$ cat src/rtl/lm_sm_sequencer.sv
// lm_sm_sequencer
//   Expands one LM/SM instruction from decode into one register/memory
//   micro-op per cycle. Registers are visited in ascending order at
//   consecutive word addresses starting at the base address. Upstream
//   stages are stalled while the expansion runs.
//
// Ports
//   clk_i, rst_n_i      clock, synchronous active-low reset
//   instr_valid_i       decode presents an instruction
//   op_i                opcode (4'b0110 LM, 4'b0111 SM)
//   reg_mask_i          bit i set = transfer Ri
//   base_addr_i         start address (RA value)
//   hold_i              downstream stall, freezes the sequencer
//   flush_i             kill the in-flight instruction
//   stall_out_o         hold fetch/decode
//   uop_valid_o         micro-op issued this cycle
//   reg_addr_o          register index of the micro-op
//   mem_addr_o          memory address of the micro-op
//   reg_write_o         register-file write request (LM)
//   mem_write_o         memory write request (SM)
//   done_o              LM/SM retires this cycle
module lm_sm_sequencer #(
    parameter int ADDR_W = 16
) (
    input  logic              clk_i,
    input  logic              rst_n_i,
    input  logic              instr_valid_i,
    input  logic [3:0]        op_i,
    input  logic [7:0]        reg_mask_i,
    input  logic [ADDR_W-1:0] base_addr_i,
    input  logic              hold_i,
    input  logic              flush_i,
    output logic              stall_out_o,
    output logic              uop_valid_o,
    output logic [2:0]        reg_addr_o,
    output logic [ADDR_W-1:0] mem_addr_o,
    output logic              reg_write_o,
    output logic              mem_write_o,
    output logic              done_o
);

    localparam logic [3:0] OP_LM = 4'b0110;
    localparam logic [3:0] OP_SM = 4'b0111;

    typedef enum logic {IDLE, RUN} state_e;

    state_e            state_q, state_d;
    logic [7:0]        rem_mask_q, rem_mask_d;
    logic [ADDR_W-1:0] addr_q, addr_d;
    logic              is_lm_q, is_lm_d;

    logic [2:0] low_idx;
    logic [7:0] low_bit;
    logic       last;
    logic       start;
    logic       issue;

    // Lowest set bit of the remaining mask; scanning downward lets the
    // lowest index overwrite higher ones.
    always_comb begin
        low_idx = '0;
        for (int i = 7; i >= 0; i--) begin
            if (rem_mask_q[i]) low_idx = 3'(i);
        end
    end

    assign low_bit = 8'b1 << low_idx;
    assign last    = (rem_mask_q & ~low_bit) == 8'h00;
    assign start   = (state_q == IDLE) & instr_valid_i &
                     ((op_i == OP_LM) | (op_i == OP_SM)) & !hold_i & !flush_i;
    assign issue   = (state_q == RUN) & !hold_i & !flush_i;

    always_comb begin
        state_d     = state_q;
        rem_mask_d  = rem_mask_q;
        addr_d      = addr_q;
        is_lm_d     = is_lm_q;
        stall_out_o = 1'b0;
        uop_valid_o = 1'b0;
        reg_addr_o  = '0;
        mem_addr_o  = '0;
        reg_write_o = 1'b0;
        mem_write_o = 1'b0;
        done_o      = 1'b0;

        if (state_q == IDLE) begin
            if (start) begin
                if (reg_mask_i != 8'h00) begin
                    rem_mask_d  = reg_mask_i;
                    addr_d      = base_addr_i;
                    is_lm_d     = (op_i == OP_LM);
                    state_d     = RUN;
                    stall_out_o = 1'b1;
                end else begin
                    // Empty mask retires immediately without occupying RUN.
                    done_o = 1'b1;
                end
            end
        end else begin
            reg_addr_o  = low_idx;
            mem_addr_o  = addr_q;
            uop_valid_o = issue;
            reg_write_o = issue & is_lm_q;
            mem_write_o = issue & !is_lm_q;
            // Release the stall in the final issue cycle so the next
            // instruction advances alongside done.
            stall_out_o = !(issue & last);
            if (issue) begin
                rem_mask_d = rem_mask_q & ~low_bit;
                addr_d     = addr_q + 1'b1;
                if (last) begin
                    done_o  = 1'b1;
                    state_d = IDLE;
                end
            end
        end

        if (flush_i) begin
            state_d    = IDLE;
            rem_mask_d = 8'h00;
        end

        if (!rst_n_i) begin
            stall_out_o = 1'b0;
            uop_valid_o = 1'b0;
            reg_addr_o  = '0;
            mem_addr_o  = '0;
            reg_write_o = 1'b0;
            mem_write_o = 1'b0;
            done_o      = 1'b0;
        end
    end

    always_ff @(posedge clk_i) begin
        if (!rst_n_i) begin
            state_q    <= IDLE;
            rem_mask_q <= 8'h00;
            addr_q     <= '0;
            is_lm_q    <= 1'b0;
        end else begin
            state_q    <= state_d;
            rem_mask_q <= rem_mask_d;
            addr_q     <= addr_d;
            is_lm_q    <= is_lm_d;
        end
    end

endmodule

$ cat config.mk
export PLATFORM = sky130hd
export DESIGN_NAME = lm_sm_sequencer
export DESIGN_NICKNAME = d
export VERILOG_FILES = /design/src/rtl/lm_sm_sequencer.sv
export SDC_FILE = /design/constraint.sdc
export NUM_CORES = 1
export LEC_CHECK = 0
export ABC_AREA = 1
export CAP_MARGIN = 0
export CELL_PAD_IN_SITES_DETAIL_PLACEMENT = 1
export CELL_PAD_IN_SITES_GLOBAL_PLACEMENT = 1
export CORE_MARGIN = 2
export CORE_UTILIZATION = 45
export DETAILED_ROUTE_END_ITERATION = 12
export DONT_BUFFER_PORTS = 1
export PLACE_DENSITY = 0.84
export SLEW_MARGIN = 10
export SYNTH_ARGS = -nofsm -noshare
export SYNTH_HDL_FRONTEND = slang
export SYNTH_SLANG_ARGS = --single-unit
$ cat constraint.sdc
create_clock -name clk_i -period 2.7 [get_ports clk_i]
set_input_delay 0.675 -clock clk_i [delete_from_list [all_inputs] [get_ports clk_i]]
set_output_delay 0.675 -clock clk_i [all_outputs]
set_load 0.02 [all_outputs]
==> results.sh <==
export IMPL_p_leak_nw=0.833
export IMPL_final_hold_viol_count=0
export IMPL_clkTransAtPathRegs_ns=0.09
export IMPL_hold_class="primary input to flop"
export IMPL_grt_max_degree=36
export IMPL_dpl_cell_area_um2=2090
export IMPL_gp_congestion=0.870
export IMPL_synth_cells=304
export IMPL_timing_worst_setup_path_type="flop to primary output"
export IMPL_start_kind="flop"
export IMPL_clock_sinks=26
export IMPL_htree_levels=1
export IMPL_whs_ns=0.494
export IMPL_clock_skew_ns=0.0132
export IMPL_stdcell_area_um2=2150
export IMPL_drv_slew=0
export IMPL_ant_nets=0
export IMPL_synth_area_um2=1920
export IMPL_cts_made_buffers=3
export IMPL_power_switching_mw=0.173
export IMPL_synth_edf_count=0
export IMPL_finalWirelength_um=6180
export IMPL_cts_hold_buf=0
export IMPL_fmax_mhz=398
export IMPL_async_reset_ff_share_pct=0
export IMPL_layout_drive_gt1_share_pct=17.1
export IMPL_final_instance_count_excl_fill=371
export IMPL_io_pins=57
export IMPL_worst_pin_slew_ns=0.698
export IMPL_status="completed"
export IMPL_synth_nets=338
export IMPL_dp_cells=367
export IMPL_synth_seq_area_share_pct=27.1
export IMPL_worstPathArrival_ns=1.84
export IMPL_required_ns=2.03
export IMPL_setup_violations=0
export IMPL_layout_nets=357
export IMPL_grt_first_pass_wirelength_um=10500
export IMPL_vias=2131
export IMPL_die_y_um=69.3
export IMPL_grt_pass1_vias=2199
export IMPL_yosys_register_bits=26
export IMPL_die_area_um2=4810
export IMPL_start_util_pct=47.3
export IMPL_p_comb_share_pct=6.5
export IMPL_drc=0
export IMPL_switching_share_pct=25.6
export IMPL_cts_buffer_depth=2
export IMPL_synth_largest_area_cell="dfxtp_1"
export IMPL_clock_latency_ns=0.29
export IMPL_grt_antenna_before_repair=0
export IMPL_pwr_share_clk_pct=35.6
export IMPL_cp_slowest_cell="dfxtp_1"
export IMPL_antennaDiodeCount=0
export IMPL_tritoncts="built"
export IMPL_drtPass1Iterations=4
export IMPL_wl_per_cell_um=16.7
export IMPL_worstPathMaxFanout=3
export IMPL_globalRouteOverflowTotal=0
export IMPL_synthTopCellsByArea="dfxtp_1 27%, nand2_1 14%, nor2_1 6.6%"
export IMPL_post_route_period_util_pct=93.0
export IMPL_p_seq_share_pct=57.9
export IMPL_yosys_warnings=0
export IMPL_crit_chain="nor2_2 > nand2_2 > nor2_2 > nand3_1 > nand2_1 > nand2_1 > nor2_1 > nand4_1 > buf_4 > nand3_1 > inv_1"
export IMPL_power_density_nw_per_um2=314
export IMPL_rsz0062_at_grt="no"
export IMPL_syn2layout_area_growth_pct=11.9
export IMPL_clockRootBuffer="clkbuf_8"
export IMPL_post_route_util_pct=53.0
export IMPL_numPortBuffers=0
export IMPL_synth_avg_cell_area_um2=6.32
export IMPL_die_w_um=69.3
export IMPL_cp_end_kind="primary output"
export IMPL_post_route_min_period_ns=2.51
export IMPL_drt_iter0_drc=95
export IMPL_core_area_um2=4060
export IMPL_drv_cap=0
export IMPL_p_int_mw=0.502
export IMPL_vias_per_cell=5.74
export IMPL_slew_headroom_pct=53.3
export IMPL_ys_types=37
export IMPL_ir_drop_mv=0.203
export IMPL_yosysTopAreaCellShare_pct=27.1
export IMPL_final_setup_tns_ns=0
export IMPL_grt_usage_pct=26.4
export IMPL_synthFlopType="dfxtp_1"
export IMPL_cpPeakStageDelay_ns=0.35
export IMPL_dpl_hpwl_um=4650
export IMPL_fp_row_count=23
[state kept, by name (all words and copies together) (netlist names)]
register and flops:
addr_q 16, is_lm_q 1, rem_mask_q 8, state_q 1
[critical path, delay by kind of cell, from the launching register on]
kind | cells | cell delay [ns]
and+or+nand+nor | 9 | 0.93
DFF | 1 | 0.35
buffers and inverters | 2 | 0.28
[metal layers]
layer / GRT usage (%) / vias to the layer above / part of all wire [%]
met3: 4.36 / 7 / 4.9
met2: 47.8 / 57 / 51
met5: 0 / - / 0
li1: - / 1043 / -
met4: 5.01 / 0 / 0.91
met1: 33.0 / 1024 / 43
[stage by stage]
| stage | power (mW) | setup WS [ns] |
|---|---|---|
| global placement | 0.440 | 0.293 |
| CTS | 0.678 | 0.0751 |
| finish | 0.674 | 0.190 |
| detailed placement | 0.442 | 0.186 |
| floorplan | 0.434 | 0.265 |
| global route | 0.691 | 0.0172 |
[cells by family (layout without fill, tap and decap cells)]
kind of cell | Yosys count | count (layout) | synth area share, %
AND/OR/NAND/NOR | 163 | 163 | 40.1
AO/OA/AOI/OAI | 66 | 66 | 20.3
flip-flops | 26 | 26 | 27.1
adder cells (fa/ha/maj) | 1 | 1 | 0.651
buffers and inverters | 48 | 65 | 11.9
[Yosys cell counts, types with 2 or more instances]
| cell | instances |
|---|---|
| nor3_1 | 8 |
| buf_6 | 3 |
| o21ai_1 | 6 |
| nor2_1 | 34 |
| nor2_2 | 5 |
| o21ai_0 | 18 |
| buf_2 | 4 |
| nand2_2 | 3 |
| a31oi_1 | 6 |
| nand2_1 | 72 |
| nor2_4 | 2 |
| nand4_1 | 8 |
| nor3_2 | 2 |
| nand3_1 | 22 |
| a21oi_1 | 20 |
| clkbuf_1 | 3 |
| dfxtp_1 | 26 |
| o211ai_1 | 8 |
| a21oi_2 | 3 |
| inv_1 | 33 |
| nand3b_1 | 2 |
[power by group through the flow]
stage | combinational (mW) | sequential, mW | clock [mW]
after floorplan | 0.0355 | 0.398 | 0
after global placement | 0.0406 | 0.399 | 0
after detailed placement | 0.0426 | 0.399 | 0
after CTS | 0.0433 | 0.390 | 0.244
after global routing | 0.0494 | 0.391 | 0.250
final | 0.0437 | 0.391 | 0.240
[repair_timing]
item | in CTS | in global routing
endpoints found under the setup margin | 0 | 1
gates resized for setup | 0 | 4
buffers inserted | 0 | 1
[cell usage in the layout (no fill, tap or decap), drive strengths merged, types with 3 or more instances in the layout]
master	Yosys	final
a31oi	6	6
o21ai	24	24
nand3	23	23
a21oi	23	23
nor2	41	41
clkbuf	3	3
nand2	77	77
inv	35	35
buf	10	27
dfxtp	26	26
o211ai	9	9
nand4	8	8
nor3	11	11
[final timing paths]
kind / to / slack, ns / cells past startpoint / startpoint
min reg2reg: addr_q[14] / 0.49 / 2 / addr_q[14]
max: stall_out_o / 0.19 / 11 / rem_mask_q[0]
min: is_lm_q / 0.49 / 1 / op_i[0]
max reg2reg: rem_mask_q[4] / 0.89 / 10 / state_q
[area by class of cell]
cell class	count	area, um2
Fill cell	570	1910
Tap cell	50	62.6
Multi-Input combinational cell	230	1190
Timing Repair Buffer	27	203
Inverter	35	136
Clock buffer	3	41.3
Sequential cell	26	520
No activity file was read; power rests on OpenSTA's default activity.
